<file path="src/rtl/forward_hazard_sb.sv">
// -----------------------------------------------------------------------------
// forward_hazard_sb
//
// Operand forwarding and hazard unit for the integer/FP pipeline. Selects the
// EX operand source (regfile, MEM or WB) for NUM_SRC tagged operands, detects
// load-use hazards, and tracks in-flight long-latency results in a small
// scoreboard that raises RAW, WAW and occupancy stalls.
//
// Ports:
//   clk_i, rst_i            clock (rising edge), synchronous active-high reset
//   ex_rs_addr_i/_fp_i      EX source operands (address slice k, file select)
//   mem_rd_*, mem_is_load_i MEM-stage destination, write enables, load flag
//   wb_rd_*                 WB-stage destination and write enables
//   id_rs_addr/_fp/_used_i  ID source operands and which are actually read
//   ex_rd_addr_i, ex_is_load_i, ex_rd_fp_i   EX load destination
//   issue_*                 long-latency op leaving ID (rd, file, latency)
//   fwd_sel_o               per operand: 00 regfile, 01 MEM, 10 WB
//   stall_o                 hold IF/ID, bubble EX
//   sb_full_o               every scoreboard entry is in use
//   stall_cnt_o             stall-cycle counter (only with FWD_SB_PERF_EN)
//
// Optional feature macro: FWD_SB_PERF_EN adds the saturating stall_cnt_o.
// -----------------------------------------------------------------------------
module forward_hazard_sb #(
  parameter int NUM_SRC  = 3,
  parameter int ADDR_W   = 5,
  parameter int SB_DEPTH = 4,
  parameter int LAT_W    = 4
) (
  input  logic                      clk_i,
  input  logic                      rst_i,
  input  logic [NUM_SRC*ADDR_W-1:0] ex_rs_addr_i,
  input  logic [NUM_SRC-1:0]        ex_rs_fp_i,
  input  logic [ADDR_W-1:0]         mem_rd_addr_i,
  input  logic                      mem_rd_wren_I_i,
  input  logic                      mem_rd_wren_F_i,
  input  logic                      mem_is_load_i,
  input  logic [ADDR_W-1:0]         wb_rd_addr_i,
  input  logic                      wb_rd_wren_I_i,
  input  logic                      wb_rd_wren_F_i,
  input  logic [NUM_SRC*ADDR_W-1:0] id_rs_addr_i,
  input  logic [NUM_SRC-1:0]        id_rs_fp_i,
  input  logic [NUM_SRC-1:0]        id_rs_used_i,
  input  logic [ADDR_W-1:0]         ex_rd_addr_i,
  input  logic                      ex_is_load_i,
  input  logic                      ex_rd_fp_i,
  input  logic                      issue_valid_i,
  input  logic [ADDR_W-1:0]         issue_rd_addr_i,
  input  logic                      issue_rd_fp_i,
  input  logic [LAT_W-1:0]          issue_lat_i,
  output logic [NUM_SRC*2-1:0]      fwd_sel_o,
  output logic                      stall_o,
  output logic                      sb_full_o
`ifdef FWD_SB_PERF_EN
  ,
  output logic [31:0]               stall_cnt_o
`endif
);

  typedef struct packed {
    logic              valid;
    logic [ADDR_W-1:0] rd;
    logic              fp;
    logic [LAT_W-1:0]  cnt;
  } sb_entry_t;

  sb_entry_t           sb_q [SB_DEPTH];
  logic                load_use;
  logic                sb_stall;
  logic [SB_DEPTH-1:0] alloc_oh;

  // Same file and same address; integer x0 is hardwired and never a
  // dependency, while FP f0 is a real register.
  function automatic logic addr_match(input logic [ADDR_W-1:0] a,
                                      input logic              a_fp,
                                      input logic [ADDR_W-1:0] b,
                                      input logic              b_fp);
    return (a == b) && (a_fp == b_fp) && (a_fp || (a != '0));
  endfunction

  // Forwarding select; MEM is checked first so the younger result wins.
  always_comb begin
    // NOTE: every combinational output gets a default first so no path
    // leaves it unassigned and a latch is never inferred.
    fwd_sel_o = '0;
    for (int k = 0; k < NUM_SRC; k++) begin
      if ((ex_rs_fp_i[k] ? mem_rd_wren_F_i : mem_rd_wren_I_i) && !mem_is_load_i &&
          addr_match(ex_rs_addr_i[k*ADDR_W +: ADDR_W], ex_rs_fp_i[k],
                     mem_rd_addr_i, ex_rs_fp_i[k])) begin
        fwd_sel_o[2*k +: 2] = 2'b01;
      end else if ((ex_rs_fp_i[k] ? wb_rd_wren_F_i : wb_rd_wren_I_i) &&
                   addr_match(ex_rs_addr_i[k*ADDR_W +: ADDR_W], ex_rs_fp_i[k],
                              wb_rd_addr_i, ex_rs_fp_i[k])) begin
        fwd_sel_o[2*k +: 2] = 2'b10;
      end
    end
  end

  // Hazard detection. All scoreboard terms come from registered state, so
  // an entry retiring this cycle still blocks until the next edge.
  always_comb begin
    load_use  = 1'b0;
    sb_stall  = 1'b0;
    sb_full_o = 1'b1;
    for (int k = 0; k < NUM_SRC; k++) begin
      if (ex_is_load_i && id_rs_used_i[k] &&
          addr_match(id_rs_addr_i[k*ADDR_W +: ADDR_W], id_rs_fp_i[k],
                     ex_rd_addr_i, ex_rd_fp_i)) begin
        load_use = 1'b1;
      end
    end
    for (int j = 0; j < SB_DEPTH; j++) begin
      if (!sb_q[j].valid) begin
        sb_full_o = 1'b0;
      end else begin
        for (int k = 0; k < NUM_SRC; k++) begin
          if (id_rs_used_i[k] &&
              addr_match(id_rs_addr_i[k*ADDR_W +: ADDR_W], id_rs_fp_i[k],
                         sb_q[j].rd, sb_q[j].fp)) begin
            sb_stall = 1'b1;
          end
        end
        if (issue_valid_i &&
            addr_match(issue_rd_addr_i, issue_rd_fp_i, sb_q[j].rd, sb_q[j].fp)) begin
          sb_stall = 1'b1;
        end
      end
    end
    if (issue_valid_i && sb_full_o) begin
      sb_stall = 1'b1;
    end
    stall_o = load_use | sb_stall;
  end

  // Lowest-index free entry, only when the issue is actually accepted.
  always_comb begin
    alloc_oh = '0;
    if (issue_valid_i && !stall_o) begin
      for (int j = SB_DEPTH - 1; j >= 0; j--) begin
        if (!sb_q[j].valid) begin
          alloc_oh = '0;
          alloc_oh[j] = 1'b1;
        end
      end
    end
  end

  always_ff @(posedge clk_i) begin
    if (rst_i) begin
      // NOTE: the scoreboard array is reset because its valid bits are
      // control state; a stale valid after reset would stall forever.
      for (int j = 0; j < SB_DEPTH; j++) begin
        sb_q[j] <= '0;
      end
    end else begin
      for (int j = 0; j < SB_DEPTH; j++) begin
        if (sb_q[j].valid) begin
          // NOTE: non-blocking assignments keep every entry updating from
          // the same pre-edge snapshot, independent of statement order.
          sb_q[j].cnt <= sb_q[j].cnt - LAT_W'(1);
          if (sb_q[j].cnt == LAT_W'(1)) begin
            sb_q[j].valid <= 1'b0;
          end
        end else if (alloc_oh[j]) begin
          sb_q[j] <= '{valid: 1'b1, rd: issue_rd_addr_i, fp: issue_rd_fp_i,
                       cnt: issue_lat_i};
        end
      end
    end
  end

`ifdef FWD_SB_PERF_EN
  // Stall-cycle counter, saturating at all ones.
  always_ff @(posedge clk_i) begin
    if (rst_i) begin
      stall_cnt_o <= '0;
    end else if (stall_o && (stall_cnt_o != 32'hFFFF_FFFF)) begin
      stall_cnt_o <= stall_cnt_o + 32'd1;
    end
  end
`endif

endmodule

</file>
<file path="config.mk">
export PLATFORM = sky130hd
export DESIGN_NAME = forward_hazard_sb
export DESIGN_NICKNAME = d
export VERILOG_FILES = /design/src/rtl/forward_hazard_sb.sv
export SDC_FILE = /design/constraint.sdc
export NUM_CORES = 1
export LEC_CHECK = 0
export ABC_CLOCK_PERIOD_IN_PS = 3900
export CAP_MARGIN = 10
export CORE_ASPECT_RATIO = 1.5
export CORE_MARGIN = 2
export CORE_UTILIZATION = 35
export DETAILED_ROUTE_END_ITERATION = 8
export PLACE_DENSITY = 0.65
export SETUP_SLACK_MARGIN = 0.02
export SYNTH_ARGS = -nofsm -noshare
export SYNTH_HDL_FRONTEND = slang
export SYNTH_SLANG_ARGS = --single-unit
</file>
<file path="constraint.sdc">
create_clock -name clk_i -period 3.9 [get_ports clk_i]
set_input_delay 0.39 -clock clk_i [delete_from_list [all_inputs] [get_ports clk_i]]
set_output_delay 0.39 -clock clk_i [all_outputs]
set_load 0.01 [all_outputs]
</file>
==> results.py <==
metrics = {
    "detailed_routing": {
        "remaining_drc_errors": 0,
        "routed_wl_um": 12380,
        "drt_iter0_drc": 176,
        "drt-vias-per-instance": 5.442,
        "detailedRoute.firstPassIterationCount": 4,
        "routed-via-count": 3668,
        "antenna_left": 0,
        "routedWlPerCell_um": 18.37,
    },
    "power_and_ir_drop": {
        "total_leakage_power_nw": 1.890,
        "power.density_mw_per_mm2": 289.4,
        "vdd_ir_drop_max_v": 0.0002995,
        "p_total_w": 0.001577,
    },
    "finish": {
        "largest_register_ffs": 44,
        "antenna_cells": 0,
        "multiInputGateArea_mm2": 0.002729,
        "area_taken_by_flip_flops_and_latches_mm2": 0.001321,
        "drive_above_1_share_pct": 9.213,
        "regMostFlops": "sb_q",
        "area_growth_syn_to_layout_pct": 25.40,
        "largestRegisters": "sb_q: 44 flops",
        "finalNetCount": 602,
        "final_cell_count_no_fill": 674,
        "fillers": 1168,
    },
    "floorplanning": {
        "die_area_mm2": 0.01334,
        "initial_utilization_pct": 35.98,
        "num_rows": 49,
        "i_o_pin_count": 82,
        "floorplan_die_width_um": 94.98,
        "standard_cell_core_area_mm2": 0.01208,
        "floorplan.die.height_um": 140.5,
    },
    "yosys": {
        "synth_mux_area_share_pct": 1.382,
        "post_synth_inst_count": 457,
        "yosys_warnings": 0,
        "synthMostInstantiatedCell": "sky130_fd_sc_hd__xnor2_1",
        "synthArstFlopShare_pct": 0,
        "synthesis.area_per_instance_um2": 9.509,
        "synth-seq-area-share_pct": 30.41,
        "yosys-top-cells-area": "sky130_fd_sc_hd__edfxtp_1, sky130_fd_sc_hd__xnor2_1, sky130_fd_sc_hd__xor2_1",
        "ys_top_cells_by_count": "sky130_fd_sc_hd__xnor2_1, sky130_fd_sc_hd__xor2_1, sky130_fd_sc_hd__edfxtp_1",
        "synthSimpleGateAreaFrac_pct": 19.87,
        "ys_dominant_reg_cell": "sky130_fd_sc_hd__edfxtp_1",
        "synth.top_cell.area_share_pct": 30.41,
        "synth-edff-count": 44,
        "yosys.area_share.xor_xnor_pct": 30.64,
        "synth_largest_area_cell": "sky130_fd_sc_hd__edfxtp_1",
        "yosysUniqueCellTypes": 44,
        "synth_compound_gate_area_share_pct": 8.609,
        "yosys_register_bits": 44,
        "dominant_combinational_cell_family_by_area_after_synthesis": "XOR/XNOR gates",
        "syn_nets": 539,
        "synthAdderAreaFrac_pct": 2.303,
        "synth_area_mm2": 0.004345,
    },
    "clocking": {
        "clock_insertion_delay_worst_skew_ns": 0.29,
        "cts_tree": "done",
        "cts_root_buf": "sky130_fd_sc_hd__clkbuf_16",
        "clkTransAtPathRegs_ns": 0.06,
        "cts.sink_count": 44,
        "post_cts_resize_count": 0,
        "max-clock-path-buffers": 2,
        "maximum_level_of_the_cts_h_tree": 2,
        "cts_buffer_count": 5,
        "holdBufCountCts": 0,
        "post_cts.repair.setup_buffers": 0,
    },
    "global_routing": {
        "antenna_found_initial": 0,
        "grt_max_degree": 23,
        "grt-ovfl-total": 0,
        "grt_first_pass_wirelength_um": 19890,
        "global_route_usage_over_all_layers_pct": 19.07,
        "via_count_of_the_first_global_routing_pass": 3891,
    },
    "critical_path": {
        "arrival_time_reported_for_the_critical_path_endpoint_ns": 3.32,
        "critPathCaptureType": "output pin",
        "cp_data_required_time_ns": 3.51,
        "path_buf_inv": 2,
        "critPathMaxFanout": 22,
        "worst_path_largest_cell_delay_ns": 0.60,
        "path_cells": "clkdlybuf4s50_1, or4_1, o31ai_4, nor4_1, o41ai_2, nand3_1, or2_4, clkdlybuf4s50_1",
        "cpMaxStageDelayCell": "sky130_fd_sc_hd__or4_1",
        "critical-path-top-delay-family": "simple AND/OR/NAND/NOR gates",
        "startpoint_to_endpoint_class_of_the_critical_path": "in -> out",
        "crit_path_frequent_cell": "sky130_fd_sc_hd__clkdlybuf4s50_1",
        "timing.critical_path.from_type": "input pin",
    },
    "timing": {
        "grt_setup_unrepaired": "false",
        "final_hold_viol_count": 0,
        "finClkSkew_ns": 0.002925,
        "setup_viol": 0,
        "timing_worst_slew_pin_value_ns": 0.7257,
        "timing.final.crit_period_ns": 3.708,
        "period_share_pct": 95.07,
        "clock.fmax_mhz": 269.7,
        "maxSlewHeadroom_pct": 51.17,
        "fin_setup_tns_ns": 0,
        "fin_hold_ws_ns": 0.6457,
        "report.final.slew_viol_count": 0,
    },
    "flow_run": {
        "max_cap_viol_count": 0,
    },
    "place": {
        "placement.io_buffers": 81,
        "place_inst": 666,
        "total_half_perimeter_wirelength_after_legalization_and_detailed_placement_um": 9827,
        "routabilityCongestion": 0.9164,
    },
    "run_status": {
        "result_of_the_run": "complete, no violations",
    },
    "hold_path": {
        "hold_path.class": "reg -> reg",
    },
}
==> worst paths after layout <==
check,start,endpoint,slack [ns],cells after the start
max,id_rs_addr_i[10],stall_o,0.19,8
min,sb_q[0][11],sb_q[0][11],0.65,1
min reg2reg,sb_q[0][11],sb_q[0][11],0.65,1
max reg2reg,sb_q[0][26],sb_q[0][4],1.35,9
==> layout by cell type, fill, tap and decap left out, types with 4 or more instances in the layout <==
cell	count
sky130_fd_sc_hd__xnor2_1	92
sky130_fd_sc_hd__ha_1	8
sky130_fd_sc_hd__inv_1	12
sky130_fd_sc_hd__clkbuf_16	5
sky130_fd_sc_hd__nor4_1	43
sky130_fd_sc_hd__xor2_1	60
sky130_fd_sc_hd__buf_4	24
sky130_fd_sc_hd__a32o_1	6
sky130_fd_sc_hd__nor2_1	20
sky130_fd_sc_hd__nor2b_1	5
sky130_fd_sc_hd__edfxtp_1	44
sky130_fd_sc_hd__a211o_1	5
sky130_fd_sc_hd__clkdlybuf4s50_1	81
sky130_fd_sc_hd__nand4_1	26
sky130_fd_sc_hd__o2bb2ai_1	4
sky130_fd_sc_hd__mux2i_1	6
sky130_fd_sc_hd__and2_1	10
sky130_fd_sc_hd__a31o_2	4
sky130_fd_sc_hd__nand3_1	5
sky130_fd_sc_hd__nor3_1	9
sky130_fd_sc_hd__nand2_1	16
==> power breakdown <==
| group | switching, W | total, W | internal [W] |
|---|---|---|---|
| combinational | 0.000227 | 0.000467 | 0.000240 |
| sequential | 0.0000622 | 0.000635 | 0.000573 |
| clock | 0.000174 | 0.000475 | 0.000301 |
| total | 0.000463 | 0.00158 | 0.00111 |
==> final cells by class <==
type / instances / area share (%)
Timing Repair Buffer: 105 / 18.19
Inverter: 13 / 0.8955
Sequential cell: 44 / 24.25
Clock inverter: 3 / 0.7807
Clock buffer: 5 / 2.296
Tap cell: 153 / 3.513
Multi-Input combinational cell: 351 / 50.08
==> per-stage QoR <==
stage	util (%)	setup WS, ns	area (µm²)
final	45.12	0.1923	5449
after global routing	45.12	0.02571	5449
after CTS	45.12	0.2018	5449
after floorplan	-	0.5919	4345
after detailed placement	43.73	0.2073	5281
after global placement	43.73	0.2900	5281
==> worst reg2reg max path, cell delays in order (launching register included) <==
cell,delay [ns]
sky130_fd_sc_hd__edfxtp_1,0.51
sky130_fd_sc_hd__xnor2_1,0.17
sky130_fd_sc_hd__nand4_1,0.12
sky130_fd_sc_hd__nor4_1,0.06
sky130_fd_sc_hd__o41ai_2,0.38
sky130_fd_sc_hd__nand4_2,0.15
sky130_fd_sc_hd__buf_4,0.17
sky130_fd_sc_hd__nor3_1,0.18
sky130_fd_sc_hd__buf_4,0.21
sky130_fd_sc_hd__a21o_1,0.29
==> per-layer routing <==
metal	global-route usage (%)	vias up	share of wire [%]
met1	21.70	1778	38
met2	35.39	105	55
met5	0	-	0
met3	2.044	28	4.3
met4	7.628	0	3.0
li1	-	1757	-
==> cells by family (layout without fill, tap and decap cells) <==
family,after synthesis,count (layout)
AND/OR/NAND/NOR,149,149
buffers and inverters,62,126
AO/OA/AOI/OAI,36,36
flip-flops,44,44
XOR/XNOR,152,152
adder cells (fa/ha/maj),8,8
multiplexers,6,6
Note: power is estimated with default switching activity, not from simulation.
